## src/rtl/mem_stage_if.sv

```systemverilog
// Data-memory request/response bus between mem_stage (master) and the data memory (slave).
// The master drives the request fields (req, wen, addr, wdata, mask) and samples ready,
// rvalid and rdata. ready accepts a request in the cycle it is high; rvalid qualifies rdata.
interface mem_stage_if;
  logic        req;
  logic        wen;
  logic [31:0] addr;
  logic [31:0] wdata;
  logic [3:0]  mask;
  logic        ready;
  logic        rvalid;
  logic [31:0] rdata;

  modport master (
    output req, wen, addr, wdata, mask,
    input  ready, rvalid, rdata
  );

  modport slave (
    input  req, wen, addr, wdata, mask,
    output ready, rvalid, rdata
  );
endinterface

```

## src/rtl/mem_stage.sv

```systemverilog
// Memory-access pipeline stage: data-memory handshake, load alignment, store lane
// masking, upstream stall and the MEM/WB register.
// Optional feature macro: MEM_MISALIGN_CHK_EN. When it is defined, misaligned halfword or
// word accesses are trapped without touching memory and flagged in MEM/WB.
//
// state  | meaning
// S_IDLE | no access in flight; MEM/WB follows the EX/MEM inputs every cycle
// S_REQ  | request presented, waiting for ready
// S_WAIT | load accepted, waiting for rvalid
// S_MIS  | misaligned access trapped; completes without a request
module mem_stage #(
  parameter logic [31:0] RST_INST   = 32'h0000_0033,
  parameter int          TMO_CYCLES = 64
) (
  input  logic        i_clk,
  input  logic        i_rst_n,
  input  logic        i_vld,
  input  logic        i_mem_read,
  input  logic        i_mem_write,
  input  logic [2:0]  i_opsel,
  input  logic [31:0] i_res,
  input  logic [31:0] i_wdata,
  input  logic [4:0]  i_rd_waddr,
  input  logic        i_rd_wen,
  input  logic [31:0] i_inst,
  input  logic [31:0] i_pc,
  input  logic [31:0] i_nxt_pc,
  input  logic        i_break,
  mem_stage_if.master dmem,
  output logic        o_data_busy,
  output logic        o_vld,
  output logic [4:0]  o_rd_waddr,
  output logic        o_rd_wen,
  output logic [31:0] o_rd_wdata,
  output logic [31:0] o_inst,
  output logic [31:0] o_pc,
  output logic [31:0] o_nxt_pc,
  output logic        o_break,
  output logic        o_dmem_err,
  output logic        o_misaligned
);

  localparam int CW = $clog2(TMO_CYCLES + 1);
  localparam logic [CW-1:0] CNT_LAST = CW'(TMO_CYCLES - 1);

  typedef enum logic [1:0] {S_IDLE, S_REQ, S_WAIT, S_MIS} state_t;

  state_t        state_q, state_d;
  logic [CW-1:0] cnt_q, cnt_d;

  logic        mem_op;
  logic        misal_op;
  logic [1:0]  a_lo;
  logic        req;
  logic        done;
  logic        tmo;
  logic        cnt_last;
  logic [3:0]  st_mask;
  logic [31:0] st_wdata;
  logic [7:0]  ld_byte;
  logic [15:0] ld_half;
  logic [31:0] ld_data;

  logic        wb_load;
  logic        vld_q, rd_wen_q, break_q, err_q;
  logic [4:0]  rd_waddr_q;
  logic [31:0] rd_wdata_q, inst_q, pc_q, nxt_pc_q;
  logic        rd_wen_d;
  logic [31:0] rd_wdata_d;

  assign a_lo     = i_res[1:0];
  assign mem_op   = i_vld & (i_mem_read | i_mem_write);
  assign cnt_last = (cnt_q == CNT_LAST);

`ifdef MEM_MISALIGN_CHK_EN
  assign misal_op = ((i_opsel[1:0] == 2'b01) & a_lo[0]) |
                    ((i_opsel[1:0] == 2'b10) & (a_lo != 2'b00));
`else
  assign misal_op = 1'b0;
`endif

  // Store lane strobes and replicated store data, from the held EX/MEM inputs.
  always_comb begin
    st_mask  = 4'hF;
    st_wdata = i_wdata;
    case (i_opsel[1:0])
      2'b00: begin
        st_mask  = 4'b0001 << a_lo;
        st_wdata = {4{i_wdata[7:0]}};
      end
      2'b01: begin
        st_mask  = 4'b0011 << {a_lo[1], 1'b0};
        st_wdata = {2{i_wdata[15:0]}};
      end
      default: begin
        st_mask  = 4'hF;
        st_wdata = i_wdata;
      end
    endcase
  end

  // Load lane selection and sign/zero extension of the returned word.
  always_comb begin
    ld_byte = 8'h00;
    case (a_lo)
      2'd0: ld_byte = dmem.rdata[7:0];
      2'd1: ld_byte = dmem.rdata[15:8];
      2'd2: ld_byte = dmem.rdata[23:16];
      default: ld_byte = dmem.rdata[31:24];
    endcase
    ld_half = a_lo[1] ? dmem.rdata[31:16] : dmem.rdata[15:0];
    case (i_opsel)
      3'b000:  ld_data = {{24{ld_byte[7]}}, ld_byte};
      3'b001:  ld_data = {{16{ld_half[15]}}, ld_half};
      3'b100:  ld_data = {24'h0, ld_byte};
      3'b101:  ld_data = {16'h0, ld_half};
      default: ld_data = dmem.rdata;
    endcase
  end

  // Next-state, stall and request generation; a timeout ends the access like a completion.
  always_comb begin
    state_d     = state_q;
    cnt_d       = cnt_q;
    o_data_busy = 1'b0;
    req         = 1'b0;
    done        = 1'b0;
    tmo         = 1'b0;
    case (state_q)
      S_IDLE: begin
        cnt_d = '0;
        if (mem_op) begin
          o_data_busy = 1'b1;
          state_d     = misal_op ? S_MIS : S_REQ;
        end
      end
      S_REQ: begin
        req = 1'b1;
        if (dmem.ready & (i_mem_write | dmem.rvalid)) begin
          done    = 1'b1;
          cnt_d   = '0;
          state_d = S_IDLE;
        end else if (cnt_last) begin
          tmo     = 1'b1;
          cnt_d   = '0;
          state_d = S_IDLE;
        end else begin
          o_data_busy = 1'b1;
          cnt_d       = cnt_q + 1'b1;
          state_d     = dmem.ready ? S_WAIT : S_REQ;
        end
      end
      S_WAIT: begin
        if (dmem.rvalid) begin
          done    = 1'b1;
          cnt_d   = '0;
          state_d = S_IDLE;
        end else if (cnt_last) begin
          tmo     = 1'b1;
          cnt_d   = '0;
          state_d = S_IDLE;
        end else begin
          o_data_busy = 1'b1;
          cnt_d       = cnt_q + 1'b1;
        end
      end
      default: begin
        done    = 1'b1;
        cnt_d   = '0;
        state_d = S_IDLE;
      end
    endcase
  end

  // FSM state and access timeout counter.
  always_ff @(posedge i_clk or negedge i_rst_n) begin
    if (!i_rst_n) begin
      state_q <= S_IDLE;
      cnt_q   <= '0;
    end else begin
      state_q <= state_d;
      cnt_q   <= cnt_d;
    end
  end

  assign dmem.req   = req;
  assign dmem.wen   = i_mem_write;
  assign dmem.addr  = {i_res[31:2], 2'b00};
  assign dmem.wdata = st_wdata;
  assign dmem.mask  = st_mask;

  // MEM/WB loads on every non-memory cycle in IDLE and at the end of any access.
  assign wb_load    = ((state_q == S_IDLE) & ~mem_op) | done | tmo;
  assign rd_wen_d   = i_vld & i_rd_wen & ~i_mem_write & ~tmo & (state_q != S_MIS);
  assign rd_wdata_d = (done & ~i_mem_write & (state_q != S_MIS)) ? ld_data : i_res;

  // MEM/WB register plus the one-cycle timeout error pulse.
  always_ff @(posedge i_clk or negedge i_rst_n) begin
    if (!i_rst_n) begin
      vld_q      <= 1'b0;
      rd_waddr_q <= 5'd0;
      rd_wen_q   <= 1'b0;
      rd_wdata_q <= 32'd0;
      inst_q     <= RST_INST;
      pc_q       <= 32'd0;
      nxt_pc_q   <= 32'd0;
      break_q    <= 1'b0;
      err_q      <= 1'b0;
    end else begin
      err_q <= tmo;
      if (wb_load) begin
        vld_q      <= i_vld;
        rd_waddr_q <= i_rd_waddr;
        rd_wen_q   <= rd_wen_d;
        rd_wdata_q <= rd_wdata_d;
        inst_q     <= i_inst;
        pc_q       <= i_pc;
        nxt_pc_q   <= i_nxt_pc;
        break_q    <= i_break;
      end
    end
  end

`ifdef MEM_MISALIGN_CHK_EN
  logic mis_q;

  // Misalignment flag travels with the MEM/WB entry it belongs to.
  always_ff @(posedge i_clk or negedge i_rst_n) begin
    if (!i_rst_n) begin
      mis_q <= 1'b0;
    end else if (wb_load) begin
      mis_q <= (state_q == S_MIS);
    end
  end

  assign o_misaligned = mis_q;
`else
  assign o_misaligned = 1'b0;
`endif

  assign o_vld      = vld_q;
  assign o_rd_waddr = rd_waddr_q;
  assign o_rd_wen   = rd_wen_q;
  assign o_rd_wdata = rd_wdata_q;
  assign o_inst     = inst_q;
  assign o_pc       = pc_q;
  assign o_nxt_pc   = nxt_pc_q;
  assign o_break    = break_q;
  assign o_dmem_err = err_q;

endmodule

```

## src/flat_wrapper.sv

```systemverilog
// flat-port wrapper written by rule: the top's interface ports become plain ports
module mem_stage_flat 
#(
  parameter logic [31:0] RST_INST   = 32'h0000_0033,
  parameter int          TMO_CYCLES = 64
)
  (i_clk, i_rst_n, i_vld, i_mem_read, i_mem_write, i_opsel, i_res, i_wdata, i_rd_waddr, i_rd_wen, i_inst, i_pc, i_nxt_pc, i_break, o_data_busy, o_vld, o_rd_waddr, o_rd_wen, o_rd_wdata, o_inst, o_pc, o_nxt_pc, o_break, o_dmem_err, o_misaligned, dmem_req, dmem_wen, dmem_addr, dmem_wdata, dmem_mask, dmem_ready, dmem_rvalid, dmem_rdata);
  mem_stage_if dmem_i ();
  input  logic i_clk;
  input  logic i_rst_n;
  input  logic i_vld;
  input  logic i_mem_read;
  input  logic i_mem_write;
  input  logic [2:0] i_opsel;
  input  logic [31:0] i_res;
  input  logic [31:0] i_wdata;
  input  logic [4:0] i_rd_waddr;
  input  logic i_rd_wen;
  input  logic [31:0] i_inst;
  input  logic [31:0] i_pc;
  input  logic [31:0] i_nxt_pc;
  input  logic i_break;
  output logic o_data_busy;
  output logic o_vld;
  output logic [4:0] o_rd_waddr;
  output logic o_rd_wen;
  output logic [31:0] o_rd_wdata;
  output logic [31:0] o_inst;
  output logic [31:0] o_pc;
  output logic [31:0] o_nxt_pc;
  output logic o_break;
  output logic o_dmem_err;
  output logic o_misaligned;
  output wire logic [$bits(dmem_i.req)-1:0] dmem_req;
  output wire logic [$bits(dmem_i.wen)-1:0] dmem_wen;
  output wire logic [$bits(dmem_i.addr)-1:0] dmem_addr;
  output wire logic [$bits(dmem_i.wdata)-1:0] dmem_wdata;
  output wire logic [$bits(dmem_i.mask)-1:0] dmem_mask;
  input wire logic [$bits(dmem_i.ready)-1:0] dmem_ready;
  input wire logic [$bits(dmem_i.rvalid)-1:0] dmem_rvalid;
  input wire logic [$bits(dmem_i.rdata)-1:0] dmem_rdata;
  assign dmem_req = dmem_i.req;
  assign dmem_wen = dmem_i.wen;
  assign dmem_addr = dmem_i.addr;
  assign dmem_wdata = dmem_i.wdata;
  assign dmem_mask = dmem_i.mask;
  assign dmem_i.ready = dmem_ready;
  assign dmem_i.rvalid = dmem_rvalid;
  assign dmem_i.rdata = dmem_rdata;
  mem_stage #(.RST_INST(RST_INST), .TMO_CYCLES(TMO_CYCLES)) u_core (.i_clk(i_clk), .i_rst_n(i_rst_n), .i_vld(i_vld), .i_mem_read(i_mem_read), .i_mem_write(i_mem_write), .i_opsel(i_opsel), .i_res(i_res), .i_wdata(i_wdata), .i_rd_waddr(i_rd_waddr), .i_rd_wen(i_rd_wen), .i_inst(i_inst), .i_pc(i_pc), .i_nxt_pc(i_nxt_pc), .i_break(i_break), .dmem(dmem_i), .o_data_busy(o_data_busy), .o_vld(o_vld), .o_rd_waddr(o_rd_waddr), .o_rd_wen(o_rd_wen), .o_rd_wdata(o_rd_wdata), .o_inst(o_inst), .o_pc(o_pc), .o_nxt_pc(o_nxt_pc), .o_break(o_break), .o_dmem_err(o_dmem_err), .o_misaligned(o_misaligned));
endmodule
```

## config.mk

```make
export PLATFORM = sky130hd
export DESIGN_NAME = mem_stage_flat
export DESIGN_NICKNAME = d
export VERILOG_FILES = /design/src/rtl/mem_stage_if.sv /design/src/rtl/mem_stage.sv /design/src/flat_wrapper.sv
export SDC_FILE = /design/constraint.sdc
export NUM_CORES = 1
export LEC_CHECK = 0
export CAP_MARGIN = 30
export CELL_PAD_IN_SITES_DETAIL_PLACEMENT = 1
export CELL_PAD_IN_SITES_GLOBAL_PLACEMENT = 1
export CORE_AREA = 2 2 164 166
export CTS_CLUSTER_DIAMETER = 150
export DETAILED_ROUTE_END_ITERATION = 12
export DIE_AREA = 0 0 166 168
export DONT_BUFFER_PORTS = 1
export PLACE_DENSITY_LB_ADDON = 0.1
export SETUP_SLACK_MARGIN = 0.3
export SLEW_MARGIN = 0
export SYNTH_ARGS = -nofsm -noshare
export SYNTH_HDL_FRONTEND = slang
export SYNTH_SLANG_ARGS = --single-unit
```

## constraint.sdc

```tcl
create_clock -name i_clk -period 2.8 [get_ports i_clk]
set_input_delay 0.56 -clock i_clk [delete_from_list [all_inputs] [get_ports i_clk]]
set_output_delay 0.56 -clock i_clk [all_outputs]
set_load 0.05 [all_outputs]
```

# Word-level counts from Yosys, hierarchy flattened
# Cells that the tools add are included.
# totals
reg_bits,146
input_bits,209
wordCells,77
# classes
add_sub_neg,1
n_eq_ne,12
n_shift,2
n_mux,30
bitwise,16
reduce_logical,5
# op_table
op,n
32-bit case mux with 4 select lines,1
32-bit case mux with 2 select lines,1
32-bit two-way mux,1
8-bit case mux with 3 select lines,1
7-bit two-way mux,3
16-bit two-way mux,1
7-bit case mux with 2 select lines,1
2-bit two-way mux,6
1-bit two-way mux,10
1-bit bitwise AND,9
4-bit case mux with 2 select lines,1
7-bit by 1-bit adder with 7-bit output (second input constant),1
7-bit by 6-bit equality test with 1-bit output (second input constant),1
2-bit by 1-bit equality test with 1-bit output (second input constant),3
3-bit equality test (second input constant),2
2-bit logical NOT,3
1-bit case mux with 3 select lines,2
2-bit case mux with 3 select lines,1
2-bit equality test (second input constant),2
1-bit bitwise OR,4
1-bit by 2-bit << shifter with 4-bit output (first input constant),1
2-bit by 2-bit << shifter with 4-bit output (first input constant),1
3-bit by 1-bit equality test with 1-bit output (second input constant),1
3-bit logical NOT,1
other kinds (6),8

# Longest topological paths before layout
# Gate-level depths: netlist of run 1.
# logic_depth
ltp_word,7
mapped_depth,9
mapped_depth_nobuf,7

# Worst setup path after synthesis of run 1
# No wires, ideal clock.
# synth_timing
path_kind,in2out
startpoint,input i_opsel[0]
endpoint,output dmem_wdata[24]
arrival_ns,2.452
setup_slack_ns,-0.212
cell_stages,4
n_path_buf,2
path_cell_list,clkbuf_1 clkbuf_1 mux2i_1 o21ai_0
# synth_between
elab_chain_cells,2
elab_cells_between_ends,3
cone_classes,eq/ne: 1; mux: 1; reduce/logical: 1
# synth_lines
item,line_no,text
from (decl),flat_wrapper.sv:14,input logic [2:0] i_opsel;
2-bit by 1-bit equality test with 1-bit output or 2-bit logical NOT (tied branches),mem_stage.sv:86,case (i_opsel[1:0])
32-bit case mux with 2 select lines (*),mem_stage.sv:86,
to (decl),flat_wrapper.sv:37,output wire logic [$bits(dmem_i.wdata)-1:0] dmem_wdata;
# Mark *: on every way between the ends. The rest lies on a longest branch, timed or not.

# Worst setup path after layout of run 1
# layout_timing
startpoint,register u_core.state_q[0]
endpoint,output o_data_busy
# layout_between
elab_chain_cells,2
elab_cells_between_ends,4
cone_classes,eq/ne: 2; mux: 1; reduce/logical: 1
# layout_lines
item,line_no,text
from (decl),mem_stage.sv:48,"state_t state_q, state_d;"
from (signal assigned),mem_stage.sv:181,state_q <= state_d;
2-bit equality test (tied with other cells),mem_stage.sv:129,case (state_q)
1-bit case mux with 3 select lines (*),mem_stage.sv:129,
to (decl),flat_wrapper.sv:23,output logic o_data_busy;
# Marks and branches as above.

==> flow_metrics.env, run 1 <==
export IMPL_drive_gt1_share_pct=32.51
export IMPL_gp_congestion=0.7574
export IMPL_n_antenna_cell=0
export IMPL_cp_arrival_ns=1.89
export IMPL_synthTopCellsByCount="dfrtp_1, mux2_2, buf_4, nand2_1, nor2_1"
export IMPL_wl_met2_mm=11.36
export IMPL_avgSynthCellArea_um2=11.88
export IMPL_crit_required_ns=2.24
export IMPL_maxCapViolations=0
export IMPL_vias=4853
export IMPL_multi_input_comb_area_um2=3385
export IMPL_cp_start_kind="register"
export IMPL_detail_route_wl_per_cell_um=23.91
export IMPL_drt_first_pass_iters=4
export IMPL_grt_pass1_vias=5365
export IMPL_fill_cells=2843
export IMPL_power_total_uw=12570
export IMPL_yosysTopAreaCellShare_pct=47.12
export IMPL_die_area_um2=27890
export IMPL_critical_path_class="reg -> out"
export IMPL_ys_seq_area_share_pct=48.52
export IMPL_setup_tns_ns=0
export IMPL_powerDensity_nw_per_um2=1511
export IMPL_clock_latency_ns=0.43
export IMPL_start_util_pct=28.62
export IMPL_status="complete, but fails checks"
export IMPL_track_usage_pct=15.93
export IMPL_failed_checks="negative hold slack"
export IMPL_hold_slack_ns=-0.1780
export IMPL_cts_tree="yes"
export IMPL_pin_count=418
export IMPL_clk_pin_slew_worst_paths_ns=0.08
export IMPL_ir_drop_uv=646.5
export IMPL_hold_viol_final=142
export IMPL_hpwl_mm=16.64
export IMPL_synth_edf_count=0
export IMPL_setup_viol=0
export IMPL_yosysTopAreaCell="dfrtp_1"
export IMPL_slew_headroom_pct=59.59
export IMPL_postLayoutCoreUtil_pct=31.58
export IMPL_async_flop_share_pct=100.0
export IMPL_finalWorstSetupSlack_ns=0.3535
export IMPL_finalClockSkew_ns=0.01685
export IMPL_yosysMostFrequentCell="dfrtp_1"
export IMPL_portBuffers=0
export IMPL_grt_ovfl_total=0
export IMPL_netlist_area_um2=7541
export IMPL_critPathMaxFanout=5
export IMPL_core_area_um2=26350
export IMPL_synth_seq_cells=146
export IMPL_rsz0062_at_grt="yes"
export IMPL_regArea_um2=3660
export IMPL_antenna_found_initial=1
export IMPL_die_h_um=168
export IMPL_avgViaCountPerCell=5.108
export IMPL_post_route_min_period_ns=2.446
export IMPL_grt_first_pass_wirelength_mm=34.10
export IMPL_pre_cts_ws_ns=0.1457
export IMPL_die_w_um=166
export IMPL_top_layer="met5"
export IMPL_cts_root_buf="clkbuf_16"
export IMPL_wl_mm=22.71
export IMPL_area_delta_synth_final_pct=10.34
export IMPL_yosysUniqueCellTypes=54
export IMPL_drtAntennaViolNets=0
export IMPL_finalCritPeriodShare_pct=87.37
export IMPL_clock_tree_buffer_depth=2
export IMPL_synthFlopType="dfrtp_1"
export IMPL_leakage_uw=0.003504
export IMPL_clkSinkCount=146
export IMPL_rows=60
export IMPL_grt_max_degree=147
export IMPL_slew_viol_final=0
export IMPL_initialDrtViolationCount=207
export IMPL_cts_htree_levels=4
export IMPL_final_nets=811
export IMPL_cts_made_buffers=17
export IMPL_max_freq_mhz=408.8
export IMPL_post_route_drc_count=0
export IMPL_wl_met3_mm=2.514
export IMPL_tightest_slew_ns=0.6062
export IMPL_synth_area_leaders="dfrtp_1, mux2_2, mux2_1"
export IMPL_met1Wirelength_mm=8.514
export IMPL_yosysWarnings=0
export IMPL_postSynthCellCount=635
export IMPL_min_path_type="in -> async"
export IMPL_end_kind="output port"
worst paths after layout:
check	slack, ns	startpoint	end	cells past startpoint
worst max-delay path	0.35	u_core.state_q[0]$_DFFE_PN0P_	o_data_busy	7
worst min-delay path	-0.18	i_rst_n	u_core.o_nxt_pc[27]$_DFFE_PN0P_	0
worst max register to register	0.36	u_core.state_q[1]$_DFFE_PN0P_	u_core.o_rd_wdata[20]$_DFFE_PN0P_	10
worst min register to register	0.55	u_core.cnt_q[0]$_DFF_PN0_	u_core.cnt_q[0]$_DFF_PN0_	2
max in group asynchronous	2.68	i_rst_n	u_core.state_q[0]$_DFFE_PN0P_	0
min in group i_clk	0.26	i_rd_waddr[0]	u_core.o_rd_waddr[0]$_DFFE_PN0P_	1
cells by family after synthesis:
group                    after synthesis  synth area share (%)
multiplexers                         167                 25.22
flip-flops                           146                 48.52
AND/OR/NAND/NOR                      113                 7.632
AO/OA/AOI/OAI                        103                 9.391
buffers and inverters                 95                 7.732
adder cells (fa/ha/maj)                6                0.9955
XOR/XNOR                               4                0.4647
other                                  1               0.04973
area by class of cell:
type                    instances  share of cell area [%]
multi-input cells             396                   40.68
well taps                     341                   5.128
flip-flops and latches        146                   43.98
inverters                      15                  0.6767
repair buffers                 20                   2.556
clock inverters                15                   1.865
clock buffers                  17                   5.113
state kept, by name, indices dropped and copies added (netlist names):
name / cells
u_core.o_vld: 1
u_core.o_inst: 32
u_core.o_pc: 32
u_core.o_dmem_err: 1
u_core.o_rd_waddr: 5
u_core.o_rd_wdata: 32
u_core.cnt_q: 7
u_core.o_break: 1
u_core.o_rd_wen: 1
u_core.state_q: 2
u_core.o_nxt_pc: 32
metrics by stage:
stage	area, µm²	std cells	hold slack [ns]
floorplan	7579	637	0.2644
global placement	7614	911	0.2684
detailed placement	7614	911	0.2686
CTS	8225	944	-0.2037
global route	8320	950	-0.2111
finish	8320	950	-0.1780
repair_timing:
item | CTS | global route
buffers inserted | 1 | 5
gates resized for setup | 2 | 15
setup endpoints to repair | 17 | 81
endpoints found under the hold margin | 146 | 146
cloned | 0 | 1
pin swaps | 0 | 2
layout by cell type, fill, tap and decap left out, types with 5 or more instances in the layout:
master and n:
mux2i_1 22, o21ai_0 10, nor2b_1 5, dfrtp_1 141, a22o_1 7, o22ai_1 11
nor2_1 34, buf_4 12, o21bai_1 5, mux2_4 13, o21ai_2 7, mux2_2 102
clkbuf_16 17, inv_8 6, nand2_1 41, a21oi_1 25, mux2_1 30, inv_1 14
a221oi_1 17
power breakdown:
group | total, µW | leakage [µW] | switching (µW) | internal [µW]
logic | 2710 | 0.00150 | 1230 | 1480
clock network | 2290 | 0.000282 | 1090 | 1200
registers | 7580 | 0.00172 | 4480 | 3100
per-layer routing:
metal	GRT usage [%]	vias up
li1	-	2131
met1	17.60	2436
met2	26.93	262
met3	8.298	22
met4	4.386	2
met5	0	-
critical path, cell delays in order (launching register included):
cell	delay, ns
dfrtp_2	0.45
inv_1	0.12
ha_2	0.24
o21bai_2	0.10
nand2_1	0.11
nand2_2	0.08
a21oi_2	0.18
buf_6	0.18
Note: power is estimated with default switching activity, not from simulation.
==> run 2, diff against run 1 <==
- CTS_CLUSTER_SIZE: not set -> 24
- RECOVER_POWER: not set -> 100
- SKIP_LAST_GASP: not set -> 1
==> run 2 against run 1 <==
Compared with the run above:
- the run ends with negative hold slack, max-capacitance violations, max-slew violations left
- via count rose by 0.23%
- core utilization is 0.43 points lower
- largest cell class unchanged
- maximum frequency down 1.6%
- register-to-register slack got worse by 0.03 ns
- worst hold slack about the same
- critical path depth is 1 higher
- cell area down 1.4%
- routed wire length is 0.42% lower
- combinational power decreased by 6%
- clock power is essentially flat
==> flow_metrics.env, run 2 (synthesis gave the netlist of run 1 again) <==
export IMPL_area_delta_synth_final_pct=8.827
export IMPL_most_common_layout_cells="dfrtp_1, mux2_2, mux2_1"
export IMPL_setup_viol=0
export IMPL_clkSinkCount=146
export IMPL_max_freq_mhz=402.2
export IMPL_r2r_cells=8
export IMPL_hold_slack_ns=-0.1776
export IMPL_core_area_um2=26350
export IMPL_rr_startpoint="u_core.state_q[1]$_DFFE_PN0P_"
export IMPL_slew_headroom_pct=-0.9788
export IMPL_cp_arrival_ns=1.93
export IMPL_cpMaxStageDelayCell="dfrtp_1"
export IMPL_tightest_slew_ns=1.499
export IMPL_finalClockSkew_ns=0.01456
export IMPL_antenna_found_initial=1
export IMPL_maxCapViolations=7
export IMPL_drtAntennaViolNets=0
export IMPL_cp_start_kind="register"
export IMPL_powerDensity_nw_per_um2=1511
export IMPL_vias=4864
export IMPL_status="complete, but fails checks"
export IMPL_critical_path_class="reg -> out"
export IMPL_p_clk_share_pct=18.4
export IMPL_die_area_um2=27890
export IMPL_crit_required_ns=2.24
export IMPL_cts_root_buf="clkbuf_16"
export IMPL_post_route_drc_count=0
export IMPL_reg2reg_to="u_core.o_inst[8]$_DFFE_PN0P_"
export IMPL_die_w_um=166
export IMPL_power_total_uw=12400
export IMPL_cts_tree="yes"
export IMPL_post_route_min_period_ns=2.486
export IMPL_pwr_share_comb_pct=20.6
export IMPL_hold_viol_final=142
export IMPL_drt_first_pass_iters=4
export IMPL_p_int_uw=5636
export IMPL_portBuffers=0
export IMPL_min_path_type="in -> async"
export IMPL_wl_mm=22.62
export IMPL_finalCritPeriodShare_pct=88.79
export IMPL_track_usage_pct=15.93
export IMPL_grt_first_pass_wirelength_mm=34.10
export IMPL_rsz0062_at_grt="yes"
export IMPL_gp_congestion=0.7574
export IMPL_avgViaCountPerCell=5.120
export IMPL_start_util_pct=28.62
export IMPL_rrSetupSlack_ns=0.33
export IMPL_seqPwrFrac_pct=61.0
export IMPL_clock_tree_buffer_depth=2
export IMPL_grt_max_degree=147
export IMPL_drive_gt1_share_pct=24.14
export IMPL_cts_made_buffers=17
export IMPL_switching_share_pct=54.55
export IMPL_power_switching_uw=6765
export IMPL_grt_pass1_vias=5365
export IMPL_grt_ovfl_total=0
export IMPL_final_nets=811
export IMPL_ir_drop_uv=628.1
export IMPL_setup_tns_ns=0
export IMPL_clk_pin_slew_worst_paths_ns=0.07
export IMPL_cts_htree_levels=4
export IMPL_slew_viol_final=3
export IMPL_clock_latency_ns=0.42
export IMPL_leakage_uw=0.003426
export IMPL_final_common_cell="dfrtp_1"
export IMPL_failed_checks="negative hold slack, max-capacitance violations, max-slew violations"
export IMPL_die_h_um=168
export IMPL_n_antenna_cell=0
export IMPL_cpPeakStageDelay_ns=0.41
export IMPL_end_kind="output port"
export IMPL_initialDrtViolationCount=189
export IMPL_path_cells="inv_1 -> ha_4 -> nor2b_1 -> o21bai_1 -> nand2_1 -> nand2_2 -> a21oi_2 -> buf_6"
export IMPL_critPathMaxFanout=4
export IMPL_hpwl_mm=16.64
export IMPL_detail_route_wl_per_cell_um=23.81
export IMPL_rows=60
export IMPL_pin_count=418
-- run 2: per-layer routing --
metal	global-route usage (%)	routed length, µm	up-vias
met4	4.386	300	2
met2	26.93	11400	263
met1	17.60	8422	2448
li1	-	-	2129
met3	8.298	2484	22
met5	0	11	-
-- run 2: worst max path at each step --
stage	startpoint	to	slack, ns	cells after the start
floorplan	i_opsel[0]	dmem_mask[1]	0.14	4
global placement	u_core.state_q[0]$_DFFE_PN0P_	u_core.o_rd_wdata[16]$_DFFE_PN0P_	0.26	7
detailed placement	u_core.state_q[0]$_DFFE_PN0P_	u_core.o_rd_wdata[18]$_DFFE_PN0P_	0.15	7
CTS	u_core.state_q[1]$_DFFE_PN0P_	o_data_busy	0.14	8
global route	u_core.state_q[1]$_DFFE_PN0P_	u_core.o_rd_wdata[28]$_DFFE_PN0P_	0.18	8
finish	u_core.state_q[1]$_DFFE_PN0P_	o_data_busy	0.31	8
-- run 2: cell type report --
class / count / area (µm²)
clock buffer: 17 / 425.4
multi-input combinational: 396 / 3289
clock inverter: 15 / 155.1
tap: 341 / 426.7
timing repair buffer: 20 / 193.9
sequential: 146 / 3660
inverter: 15 / 56.30
fill: 2861 / 18140
-- run 2: timing repair --
item                                    in CTS  in global routing
pin swaps                                    0                  2
endpoints found under the setup margin      17                 81
gates cloned                                 0                  1
resized for setup                            2                 15
setup buffers                                1                  5
hold endpoints to repair                   146                146
-- run 2: critical path: cells and delay by family, from the launching register on --
family / cells / cell delay, ns
flip-flops: 1 / 0.41
AND/OR/NAND/NOR: 3 / 0.33
buffers and inverters: 2 / 0.32
AO/OA/AOI/OAI: 2 / 0.27
adder cells (fa/ha/maj): 1 / 0.17
-- run 2: power groups by stage --
stage / combinational [µW] / sequential (µW) / clock (µW)
after global placement: 2550 / 7660 / 0
after floorplan: 2510 / 7250 / 0
after CTS: 2680 / 7620 / 2370
after detailed placement: 2670 / 7640 / 0
final: 2560 / 7560 / 2280
after global routing: 2810 / 7720 / 2480
-- run 2: metrics by stage --
step / worst slack [ns] / cell area [µm²] / hold WS, ns / instances / utilization, %
floorplan: 0.1423 / 7579 / 0.2644 / 637 / -
global placement: 0.2558 / 7614 / 0.2684 / 911 / 28.89
detailed placement: 0.1457 / 7614 / 0.2686 / 911 / 28.89
CTS: 0.1354 / 8225 / -0.2037 / 944 / 31.22
global route: 0.1835 / 8207 / -0.2111 / 950 / 31.14
finish: 0.3139 / 8207 / -0.1776 / 950 / 31.14
